===== src/rtl/uart_tx_arb_pkg.sv =====
// uart_tx_arb_pkg: shared types and defaults for the UART transmit arbiter.
//   arb_state_t  : IDLE (no owner), LOCK (owner set, holding empty),
//                  LOAD (holding byte full, waiting for the transmitter).
//   NREQ_DEF     : default number of byte-stream requesters.
//   TIMEOUT_DEF  : default idle-owner lock timeout in clk cycles.
package uart_tx_arb_pkg;

  typedef enum logic [1:0] {
    IDLE = 2'd0,
    LOCK = 2'd1,
    LOAD = 2'd2
  } arb_state_t;

  localparam int NREQ_DEF    = 4;
  localparam int TIMEOUT_DEF = 1024;

endpackage


===== src/rtl/rr_pick.sv =====
// rr_pick: combinational round-robin picker.
//   req  [N-1:0]  : request vector
//   ptr  [PW-1:0] : index with highest priority this round
//   pick [N-1:0]  : one-hot first set request at or after ptr (wrapping)
//   any           : at least one request is set
module rr_pick #(
  parameter int N  = 4,
  parameter int PW = (N > 1) ? $clog2(N) : 1
) (
  input  logic [N-1:0]  req,
  input  logic [PW-1:0] ptr,
  output logic [N-1:0]  pick,
  output logic          any
);

  // Two passes instead of a modulo: first the indices at or above ptr,
  // then the wrapped-around indices below it.
  always_comb begin
    pick = '0;
    any  = 1'b0;
    for (int i = 0; i < N; i++) begin
      if (!any && req[i] && (i >= int'(ptr))) begin
        pick[i] = 1'b1;
        any     = 1'b1;
      end
    end
    for (int i = 0; i < N; i++) begin
      if (!any && req[i] && (i < int'(ptr))) begin
        pick[i] = 1'b1;
        any     = 1'b1;
      end
    end
  end

endmodule


===== src/rtl/uart_tx_arb.sv =====
// uart_tx_arb: arbitrates NREQ byte-stream requesters onto one UART
// transmitter. A requester owns the transmitter for a whole message (until
// its last byte has been started), so messages never interleave.
// Ports:
//   clk, rst                 : clock, synchronous active-high reset
//   req_valid/req_data/req_last/req_ready : per-requester byte streams
//   tx_req, tx_data          : holding byte towards the transmitter
//   tx_started               : transmitter latched tx_data (1-cycle pulse)
//   grant                    : one-hot current owner, zero when none
//   busy                     : state is not IDLE
//   state_dbg                : current FSM state for observation
// Build option: define UART_TX_ARB_TIMEOUT_EN to release an owner that sits
// in LOCK without transferring for TIMEOUT cycles.
//
// Handshake: a byte moves from requester i when req_valid[i] and
// req_ready[i] are both high at a rising clk edge; req_ready depends only on
// arbiter state (never on req_valid), and a requester may drop req_valid at
// any time without losing its lock.
module uart_tx_arb
  import uart_tx_arb_pkg::*;
#(
  parameter int NREQ    = NREQ_DEF,
  parameter int TIMEOUT = TIMEOUT_DEF
) (
  input  logic              clk,
  input  logic              rst,
  input  logic [NREQ-1:0]   req_valid,
  input  logic [8*NREQ-1:0] req_data,
  input  logic [NREQ-1:0]   req_last,
  output logic [NREQ-1:0]   req_ready,
  output logic              tx_req,
  output logic [7:0]        tx_data,
  input  logic              tx_started,
  output logic [NREQ-1:0]   grant,
  output logic              busy,
  output arb_state_t        state_dbg
);

  localparam int PW = $clog2(NREQ);

  arb_state_t      state_q, state_d;
  logic [NREQ-1:0] grant_q, grant_d;
  logic [PW-1:0]   owner_q, owner_d;
  logic [PW-1:0]   rr_ptr_q, rr_ptr_d;
  logic [7:0]      tx_data_q, tx_data_d;
  logic            last_q, last_d;

  logic [NREQ-1:0] pick;
  logic            pick_any;
  logic [PW-1:0]   pick_idx;
  logic [PW-1:0]   next_ptr;
  logic            xfer;
  logic            timeout_hit;

  rr_pick #(.N(NREQ), .PW(PW)) u_pick (
    .req  (req_valid),
    .ptr  (rr_ptr_q),
    .pick (pick),
    .any  (pick_any)
  );

  always_comb begin
    pick_idx = '0;
    for (int i = 0; i < NREQ; i++) begin
      if (pick[i]) pick_idx = PW'(i);
    end
  end

  // Priority after a released message goes to the requester after the owner.
  assign next_ptr  = (owner_q == PW'(NREQ - 1)) ? '0 : owner_q + 1'b1;
  assign req_ready = (state_q == LOCK) ? grant_q : '0;
  assign xfer      = |(req_valid & req_ready);

`ifdef UART_TX_ARB_TIMEOUT_EN
  localparam int CW = $clog2(TIMEOUT);
  logic [CW-1:0] cnt_q, cnt_d;

  assign timeout_hit = (state_q == LOCK) && !xfer && (cnt_q == CW'(TIMEOUT - 1));

  // Counts idle LOCK cycles; every other cycle (including the transfer and
  // the cycles outside LOCK) restarts it, so it is zero on entering LOCK.
  always_comb begin
    cnt_d = '0;
    if ((state_q == LOCK) && !xfer && !timeout_hit) cnt_d = cnt_q + 1'b1;
  end

  always_ff @(posedge clk) begin
    if (rst) cnt_q <= '0;
    else     cnt_q <= cnt_d;
  end
`else
  assign timeout_hit = 1'b0;
`endif

  always_comb begin
    state_d   = state_q;
    grant_d   = grant_q;
    owner_d   = owner_q;
    rr_ptr_d  = rr_ptr_q;
    tx_data_d = tx_data_q;
    last_d    = last_q;
    case (state_q)
      IDLE: begin
        if (pick_any) begin
          state_d = LOCK;
          grant_d = pick;
          owner_d = pick_idx;
        end
      end
      LOCK: begin
        if (xfer) begin
          tx_data_d = req_data[{owner_q, 3'b000} +: 8];
          last_d    = req_last[owner_q];
          state_d   = LOAD;
        end else if (timeout_hit) begin
          state_d  = IDLE;
          rr_ptr_d = next_ptr;
          grant_d  = '0;
        end
      end
      LOAD: begin
        if (tx_started) begin
          if (last_q) begin
            state_d  = IDLE;
            rr_ptr_d = next_ptr;
            grant_d  = '0;
          end else begin
            state_d = LOCK;
          end
        end
      end
      default: begin
        state_d = IDLE;
        grant_d = '0;
      end
    endcase
  end

  always_ff @(posedge clk) begin
    if (rst) begin
      state_q   <= IDLE;
      grant_q   <= '0;
      owner_q   <= '0;
      rr_ptr_q  <= '0;
      tx_data_q <= 8'h00;
      last_q    <= 1'b0;
    end else begin
      state_q   <= state_d;
      grant_q   <= grant_d;
      owner_q   <= owner_d;
      rr_ptr_q  <= rr_ptr_d;
      tx_data_q <= tx_data_d;
      last_q    <= last_d;
    end
  end

  assign tx_req    = (state_q == LOAD);
  assign tx_data   = tx_data_q;
  assign grant     = grant_q;
  assign busy      = (state_q != IDLE);
  assign state_dbg = state_q;

endmodule


===== config.mk =====
export PLATFORM = sky130hd
export DESIGN_NAME = uart_tx_arb
export DESIGN_NICKNAME = d
export VERILOG_FILES = /design/src/rtl/uart_tx_arb_pkg.sv /design/src/rtl/rr_pick.sv /design/src/rtl/uart_tx_arb.sv
export SDC_FILE = /design/constraint.sdc
export NUM_CORES = 1
export LEC_CHECK = 0
export BUFFER_PORTS_ARGS = -buffer_cell sky130_fd_sc_hd__buf_2
export CORE_UTILIZATION = 44
export CTS_CLUSTER_DIAMETER = 80
export CTS_CLUSTER_SIZE = 8
export DETAILED_ROUTE_END_ITERATION = 8
export GPL_TIMING_DRIVEN = 0
export PLACE_DENSITY = 0.79
export SETUP_SLACK_MARGIN = 0.4
export SLEW_MARGIN = 10
export SYNTH_ARGS = -nofsm -noshare
export SYNTH_HDL_FRONTEND = slang
export SYNTH_SLANG_ARGS = --single-unit

===== constraint.sdc =====
create_clock -name clk -period 2 [get_ports clk]
set_clock_uncertainty 0.2 [all_clocks]
set_input_delay 0.5 -clock clk [delete_from_list [all_inputs] [get_ports clk]]
set_output_delay 0.5 -clock clk [all_outputs]
set_load 0.005 [all_outputs]

==> impl_metrics.toml <==
[sta]
setup_viol = 0
finalMaxSlewViolations = 0
rsz0062_at_grt = "true"
finalCriticalPeriod_ps = 1800
fmax_ghz = 0.556
finalHoldViolCount = 0
slew_headroom = 0.649
period_share = 0.899
worst_pin_slew_ps = 527

[cells_and_area]
drive_gt1_frac = 0.571
nFillCells = 195
multi_input_area_um2 = 762
fin_nets = 236
antennaDiodeCount = 0
syn2layout_area_growth_pct = 49.1
instances_no_fill = 221
seq_area_um2 = 393
utilization = 0.690

[clock_network]
cts_buffers = 3
h-tree-depth = 1
clock-root-buffer = "clkbuf_4"
clkSinkCount = 19
hold_buffers = 0
cts_tree = "built"
clkTransAtPathRegs_ps = 130
clk_latency_ps = 310
clockBufferDepth = 2

[worst_setup_path]
path_buf_inv = 1
critical_path_class = "reg2out"
cp_slowest_cell = "dfxtp_4"
critPathArrivalTime_ps = 1100
start_kind = "register"
endpoint_kind = "output pin"
startpoint = "state_dbg[1]$_SDFFE_PP0P_"
worst-r2r-setup-slack_ps = 420
worstReg2RegEnd = "rr_ptr_q[0]$_SDFFE_PP0P_"
slowest_delay_ps = 400
critPathTopFamily = "flip-flops"
cp_max_fo = 8
worstSetupEndpoint = "req_ready[1]"
cp.depth = 3
cp_cell_sequence = "nor2b_4 > and2_4 > buf_6"
r2r_start = "state_dbg[0]$_SDFFE_PP0P_"
r2r_cells = 5
cp.required_ps = 1300

[yosys]
syn_inst = 114
async_flop_share = 0
ys_warn_count = 0
netlist_top_cells_count = "dfxtp_1, nor2_1, mux2i_1"
yosysMostFrequentCell = "dfxtp_1"
synth_top_area_frac = 0.332
synth_ff_type = "dfxtp_1"
ys_seq_elements = 19
yosysTopAreaCell = "dfxtp_1"
ys_seq_area_frac = 0.332
synth_fp_nets = 158
yosys.cell_types.count = 37
synth_area_mm2 = 0.00115
synth_edf_count = 0
synth.avg_cell_area_um2 = 10.1
synthTopCellsByArea = "dfxtp_1, mux4_2, mux2i_1"

[power_and_ir_drop]
leakagePower_nw = 0.818
p_clk_frac = 0.230
pwr-share-comb = 0.320
p_int_uw = 642
switching_share = 0.301
vdd_drop_max_mv = 0.350
p_per_area_mw_per_mm2 = 537
seq_power_share = 0.450
power_switching_uw = 276

[routing]
via_per_inst = 5.69
vias = 1258
drtAntennaViolNets = 0
wl_per_cell_um = 15.2
first_pass_iters = 4
drt-total-wl_um = 3350
drc_errors = 0
drt_first_iter_violations = 44

[global_route]
grt_overflow_total = 0
grtUsageTotal = 0.226
antenna_found_initial = 0
grt_max_degree = 12
grt_pass1_wl_um = 4530
grt_pass1_vias = 1007

[die]
core_mm2 = 0.00248
die-area_mm2 = 0.00282
start_util = 0.463
die_x_um = 53.1
io_pins = 63
die_h_um = 53.1
rows = 18

[placed_design]
numPortBuffers = 60
post-place-cells = 204
gp_congestion = 0.822
hpwl_um = 2280

[status]
status = "complete, no violations"

[job]
maxCapViolations = 0

[min_path]
hold_class = "in2reg"
[state kept, by name, summed over array words and instances (netlist names)]
| name | cells |
|---|---|
| state_dbg | 2 |
| rr_ptr_q | 2 |
| grant | 4 |
| last_q | 1 |
| tx_data | 8 |
| owner_q | 2 |
[area by class of cell]
| cell class | instances | share of cell area |
|---|---|---|
| buffer | 6 | 0.0344 |
| clock buffer | 3 | 0.0132 |
| clock inverter | 1 | 0.00293 |
| inverter | 4 | 0.00878 |
| multi-input combinational | 85 | 0.446 |
| sequential | 19 | 0.230 |
| tap | 30 | 0.0219 |
| timing repair buffer | 73 | 0.244 |
[how the worst min path moves through the flow]
| stage | from | to | slack (ps) | cells past startpoint |
|---|---|---|---|---|
| 6_report | tx_started | state_dbg[1]$_SDFFE_PP0P_ | 310 | 4 |
| 5_1_grt | tx_started | state_dbg[1]$_SDFFE_PP0P_ | 320 | 4 |
| 4_1_cts | tx_data[6]$_SDFFE_PP0P_ | tx_data[6]$_SDFFE_PP0P_ | 310 | 2 |
| 3_5_place_dp | tx_data[2]$_SDFFE_PP0P_ | tx_data[2]$_SDFFE_PP0P_ | 280 | 2 |
| 3_3_place_gp | tx_data[2]$_SDFFE_PP0P_ | tx_data[2]$_SDFFE_PP0P_ | 270 | 2 |
| 2_1_floorplan | grant[3]$_SDFFE_PP0P_ | grant[3]$_SDFFE_PP0P_ | 280 | 2 |
[through the flow]
step	setup WS, ps	hold slack [ps]	power [mW]	cell area (µm²)	TNS [ps]
4_1_cts	215	313	0.900	1640	0
2_1_floorplan	222	276	0.574	1150	0
6_report	201	313	0.918	1710	0
3_3_place_gp	20.5	273	0.651	1490	0
5_1_grt	170	325	0.955	1710	0
3_5_place_dp	-3.07	283	0.662	1490	-3.07
[what timing repair did]
item | in CTS | in global routing
pin swaps | 7 | 5
cloned | 0 | 1
setup buffers | 9 | 3
endpoints found under the setup margin | 22 | 23
resized for setup | 18 | 13
[cell families (layout without fill, tap and decap cells)]
kind of cell               count (synthesis)  after routing  share of synthesized area
and+or+nand+nor                           37             37                      0.167
AOI/OAI and AO/OA                         28             28                      0.183
muxes                                     19             19                      0.264
DFF                                       19             19                      0.332
buffers and inverters                     10             87                     0.0436
adders and majority gates                  1              1                     0.0109
[routing by layer]
layer	routed length (µm)	vias to the layer above	track usage
li1	-	585	-
met1	1320	615	0.291
met2	1840	49	0.392
met3	140	9	0.0201
met4	49	0	0.0746
met5	0	-	0
[worst reg2reg max path: stages, from the launching register on]
cell	delay (ps)
dfxtp_4	370
buf_4	150
buf_4	140
nand4b_1	210
or3_1	340
a21oi_1	120
[layout by cell type (no fill, tap or decap), types with 3 or more instances in the layout]
cell	n
dfxtp_1	15
buf_2	58
buf_4	14
inv_1	4
a21oi_1	7
or3_1	3
mux2i_1	10
and2_1	3
nor2_1	13
mux4_2	9
dfxtp_4	3
clkbuf_4	3
nand2_1	5
[power by group through the flow]
stage	Combinational [mW]	Sequential, mW	Clock (mW)
after floorplan	0.152	0.421	0
after global placement	0.229	0.422	0
after detailed placement	0.238	0.423	0
after CTS	0.276	0.413	0.211
after global routing	0.314	0.416	0.225
final	0.293	0.413	0.211
Power figures use the tool's default switching activity.
